==> config.mk <==
export PLATFORM = sky130hd
export DESIGN_NAME = alu_pipe_hs
export DESIGN_NICKNAME = d
export VERILOG_FILES = /design/src/rtl/alu_pipe_hs.sv
export SDC_FILE = /design/constraint.sdc
export NUM_CORES = 1
export LEC_CHECK = 0
export ABC_AREA = 1
export BUFFER_PORTS_ARGS = -buffer_cell sky130_fd_sc_hd__buf_2
export CELL_PAD_IN_SITES_DETAIL_PLACEMENT = 1
export CELL_PAD_IN_SITES_GLOBAL_PLACEMENT = 1
export CORE_UTILIZATION = 45
export CTS_BUF_LIST = sky130_fd_sc_hd__clkbuf_4 sky130_fd_sc_hd__clkbuf_8
export DETAILED_ROUTE_END_ITERATION = 10
export GPL_ROUTABILITY_DRIVEN = 0
export HOLD_SLACK_MARGIN = 0.02
export PLACE_DENSITY_LB_ADDON = 0.05
export SLEW_MARGIN = 15
export SYNTH_ARGS = -nofsm -noshare
export SYNTH_HDL_FRONTEND = slang
export SYNTH_SLANG_ARGS = --single-unit
==> constraint.sdc <==
create_clock -name clk -period 4.8 [get_ports clk]
set_input_delay 0.48 -clock clk [delete_from_list [all_inputs] [get_ports clk]]
set_output_delay 0.48 -clock clk [all_outputs]
set_load 0.01 [all_outputs]
==> src/rtl/alu_pipe_hs.sv <==
// Registered ALU with valid/ready handshakes on input and output; one operation in flight.
// Define ALU_MUL_EN to build the iterative shift-add multiplier for opcode 111.
module alu_pipe_hs #(
  parameter int unsigned WIDTH = 64
) (
  input  logic             clk,
  input  logic             reset_n,
  input  logic             in_valid,
  output logic             in_ready,
  input  logic [WIDTH-1:0] A,
  input  logic [WIDTH-1:0] B,
  input  logic [2:0]       cntrl,
  output logic             out_valid,
  input  logic             out_ready,
  output logic [WIDTH-1:0] result,
  output logic             negative,
  output logic             zero,
  output logic             overflow,
  output logic             carry_out
);

  localparam logic [2:0] OpPass = 3'b000;
  localparam logic [2:0] OpAdd  = 3'b010;
  localparam logic [2:0] OpSub  = 3'b011;
  localparam logic [2:0] OpAnd  = 3'b100;
  localparam logic [2:0] OpOr   = 3'b101;
  localparam logic [2:0] OpXor  = 3'b110;

  logic             out_valid_q;
  logic [WIDTH-1:0] result_q;
  logic             negative_q;
  logic             zero_q;
  logic             overflow_q;
  logic             carry_q;

  logic [WIDTH-1:0] b_eff;
  logic [WIDTH:0]   sum;
  logic [WIDTH-1:0] alu_res;
  logic             alu_v;
  logic             alu_c;
  logic             idle;
  logic             accept;
  logic             out_xfer;

`ifdef ALU_MUL_EN
  localparam int unsigned CNT_W = $clog2(WIDTH) + 1;

  typedef enum logic [0:0] {StIdle, StMul} state_e;

  state_e           state_q;
  logic [CNT_W-1:0] cnt_q;
  logic [WIDTH-1:0] acc_q;
  logic [WIDTH-1:0] mcand_q;
  logic [WIDTH-1:0] mplier_q;
  logic [WIDTH-1:0] acc_next;
  logic             mul_last;
  logic             is_mul;

  assign acc_next = acc_q + (mplier_q[0] ? mcand_q : '0);
  assign mul_last = (cnt_q == CNT_W'(WIDTH - 1));
  assign is_mul   = (cntrl == 3'b111);
  assign idle     = (state_q == StIdle);
`else
  assign idle     = 1'b1;
`endif

  assign in_ready = idle && (!out_valid_q || out_ready);
  assign accept   = in_valid && in_ready;
  assign out_xfer = out_valid_q && out_ready;

  // SUB is A + ~B + 1, so carry_out is the inverted borrow.
  always_comb begin
    b_eff   = (cntrl == OpSub) ? ~B : B;
    sum     = {1'b0, A} + {1'b0, b_eff} + {{WIDTH{1'b0}}, (cntrl == OpSub)};
    alu_res = '0;
    alu_v   = 1'b0;
    alu_c   = 1'b0;
    case (cntrl)
      OpPass: alu_res = B;
      OpAdd, OpSub: begin
        alu_res = sum[WIDTH-1:0];
        alu_c   = sum[WIDTH];
        alu_v   = (A[WIDTH-1] == b_eff[WIDTH-1]) && (sum[WIDTH-1] != A[WIDTH-1]);
      end
      OpAnd:  alu_res = A & B;
      OpOr:   alu_res = A | B;
      OpXor:  alu_res = A ^ B;
      default: alu_res = '0;
    endcase
  end

  always_ff @(posedge clk or negedge reset_n) begin
    if (!reset_n) begin
      out_valid_q <= 1'b0;
      result_q    <= '0;
      negative_q  <= 1'b0;
      zero_q      <= 1'b0;
      overflow_q  <= 1'b0;
      carry_q     <= 1'b0;
`ifdef ALU_MUL_EN
      state_q     <= StIdle;
      cnt_q       <= '0;
      acc_q       <= '0;
      mcand_q     <= '0;
      mplier_q    <= '0;
`endif
    end else begin
`ifdef ALU_MUL_EN
      if (state_q == StMul) begin
        acc_q    <= acc_next;
        mcand_q  <= mcand_q << 1;
        mplier_q <= mplier_q >> 1;
        cnt_q    <= cnt_q + 1'b1;
        if (mul_last) begin
          state_q     <= StIdle;
          cnt_q       <= '0;
          result_q    <= acc_next;
          negative_q  <= acc_next[WIDTH-1];
          zero_q      <= (acc_next == '0);
          overflow_q  <= 1'b0;
          carry_q     <= 1'b0;
          out_valid_q <= 1'b1;
        end
      end else if (accept && is_mul) begin
        state_q     <= StMul;
        cnt_q       <= '0;
        acc_q       <= '0;
        mcand_q     <= A;
        mplier_q    <= B;
        out_valid_q <= 1'b0;
      end else
`endif
      if (accept) begin
        result_q    <= alu_res;
        negative_q  <= alu_res[WIDTH-1];
        zero_q      <= (alu_res == '0);
        overflow_q  <= alu_v;
        carry_q     <= alu_c;
        out_valid_q <= 1'b1;
      end else if (out_xfer) begin
        out_valid_q <= 1'b0;
      end
    end
  end

  assign out_valid = out_valid_q;
  assign result    = result_q;
  assign negative  = negative_q;
  assign zero      = zero_q;
  assign overflow  = overflow_q;
  assign carry_out = carry_q;

endmodule
==> results.tsv <==
metric	value	unit
status	finished clean	
Worst Max-Slew Pin Slew	1.04	ns
Multi-input gate area	0.00941	sq mm
CTS HTree Levels	3	
worst vdd ir	0.129	mV
Clock Latency Late Sink	0.39	ns
Final Cycle Share	81.8	%
Vias	15328	
number of library cell types mapped by synthesis	47	
RSZ-0062 raised after global routing	no	
Fill cells	4061	
CTS tree	yes	
postcts setup bufs	0	
Yosys reg bits	68	
CP Max Fanout	30	
worst stage delay on the critical path	0.41	ns
Final Hold Fails	0	
layout cell share with drive strength beyond 1	13.3	%
Pins Over Slew Limit	0	
Row Count	61	
P per Cell Area	226	mW/mm^2
sequential cell area	0.00170	sq mm
Antenna Nets Post-Route	0	
Reg clk slew, reported paths	0.10	ns
Die ar.	0.0291	sq mm
R2R setup slack	2.08	ns
syn_area_per_cell	6.06	sq um
area growth from synthesis to layout	12.8	%
nets	2626	
total power draw	3260	uW
Netlist Area Pre-Place	0.0128	sq mm
initial core utilization	45.9	%
Final Util	51.8	%
CP Launch Type	input pin	
antenna violations before repair	1	
vias per cell	5.73	
critical path data required time	5.13	ns
R2R depth	13	
post-CTS sizing	0	
post-DP HPWL	46500	um
Die Ht	171	um
Overflow after GRT	0	
Post-Syn Nets	2447	
crit path kind	in -> reg	
commonest non-fill, non-tap cell in the layout	nand2_1	
Slew Limit Headroom	30.6	%
post-synthesis instance total	2110	
Hold Crit Class	in -> async	
Die Width	171	um
critical path, cell by cell	buf_2 -> inv_2 -> nand3_4 -> buf_12 -> xor2_1 -> ha_1 -> nand2_1 -> nor2_1 -> nand2_1 -> inv_1 -> nand2_1 -> nand3_1 -> a21oi_1 -> o21ai_0 -> nand2_1 -> nor2_1 -> nand3_1 -> nor2_1 -> nand4_1 -> nor2_1 -> nand3_1 -> nand2_1	
fin cells	2673	
post-synthesis sequential area ratio	13.3	%
Post-synth ARST share	100	%
Reg-to-Reg Start	out_valid	
Sink Count	68	
vias in the first global route	15113	
Core Footprint	0.0279	sq mm
Synthesis Warnings	0	
CP max stage cell	ha_1	
most used cell, CP	nand2_1	
drt total wl	55400	um
# DRC	0	
crit path time final	3.92	ns
first-pass GRT wire length	84900	um
Clock Tree Buf Depth	2	
WP data arrival	4.26	ns
DRT Pass-1 Iters	8	
Hold Slack	0.259	ns
LEAKAGE	0.00812	uW
number of flops mapped to enable cells by yosys	0	
CTS buffer count	9	
most frequent cells in the layout	599 x nand2_1, 379 x inv_1, 205 x nor2_1	
Crit. End Element	flip-flop	
Fmax achieved	255	MHz
Setup Total Neg Slack	0	ns
Final Setup Violations	0	
pin count of the biggest net entering global routing	69	
Total GRT Usage	38.2	%
top_reg_cell synth	dfrtp_1	
Max Cap Viol	0	
Avg WL per Cell	20.7	um
placed insts	2656	
I/O pins	205	
root buf cell	clkbuf_8	
# port buffers	204	
clock skew	0.0152	ns
DR iter-0 viols	1474	
Post-CTS Hold Fix Bufs	0	
reg-to-reg endpoint	zero	
layout make-up:
class                   instances  share of cell area (%)
multi-input cells            1607                    65.3
repair buffers                218                    8.08
clock inverters                 4                   0.503
inverters                     385                    10.0
well taps                     378                    3.28
flip-flops and latches         68                    11.8
clock buffers                  12                    1.06
diodes                          1                  0.0173
cells in the mapped netlist (6+ instances only):
library cell | count | area, sq um
o22ai_1 | 13 | 81.3
clkbuf_1 | 23 | 86.3
nor2_1 | 205 | 769
nand3_2 | 13 | 130
nand2_1 | 599 | 2250
nand4_1 | 13 | 81.3
nand3b_1 | 26 | 195
ha_1 | 201 | 2510
buf_1 | 8 | 30.0
nor3_1 | 12 | 60.1
o21ai_0 | 101 | 505
nand3_1 | 105 | 526
inv_1 | 379 | 1420
nand2_2 | 21 | 131
a31oi_1 | 43 | 269
o21ai_1 | 6 | 30.0
a21oi_1 | 80 | 400
o21bai_1 | 6 | 45.0
a221oi_1 | 54 | 473
nor2_2 | 12 | 75.1
dfrtp_1 | 68 | 1700
xor2_1 | 63 | 552
buf_2 | 14 | 70.1
inv_2 | 6 | 22.5
cells by family (layout without fill, tap and decap cells):
kind of cell	Yosys count	in the layout	share of synthesized area, %
XOR/XNOR	63	63	4.31
other	0	1	0
AND/OR/NAND/NOR	1020	1020	33.9
AO/OA/AOI/OAI	322	322	15.5
flip-flops	68	68	13.3
adder cells (fa/ha/maj)	202	202	19.8
buffers and inverters	435	619	13.1
where the power goes:
group	total (uW)	leakage (uW)	internal, uW	switching [uW]
sequential	769	0.000815	677	91.5
combinational	1890	0.00719	606	1280
clock	602	0.000113	318	283
stage by stage:
step                setup slack [ns]  cell area, sq um
floorplan                       1.68             12800
global placement               0.689             14200
detailed placement             0.632             14200
CTS                            0.973             14400
global route                   0.658             14400
finish                         0.876             14400
worst max-delay path, delay by kind of cell:
family	cells	cell delay (ns)
fa+ha+maj	1	0.41
compound gates	2	0.23
buf+inv	4	0.68
simple gates	14	2.29
xor+xnor	1	0.17
worst max-delay path by stage:
stage               cells past startpoint     start   end
floorplan                              25  cntrl[2]  zero
global placement                       22  cntrl[2]  zero
detailed placement                     24  cntrl[2]  zero
CTS                                    22  cntrl[2]  zero
global route                           26  cntrl[2]  zero
finish                                 22  cntrl[2]  zero
metal layers:
metal,up-vias,global-route usage [%],routed length [um],part of all wire [%]
met4,0,10.1,1390,2.5
met1,7419,52.7,25100,45
met2,693,61.3,24400,44
met5,-,0,0,0
li1,7121,-,-,-
met3,95,6.20,4540,8.2
state kept, by name (all words and copies together), names as in the netlist:
signal     flops
out_valid      1
result        64
carry_out      1
zero           1
overflow       1
(Power assumes the default switching activity.)
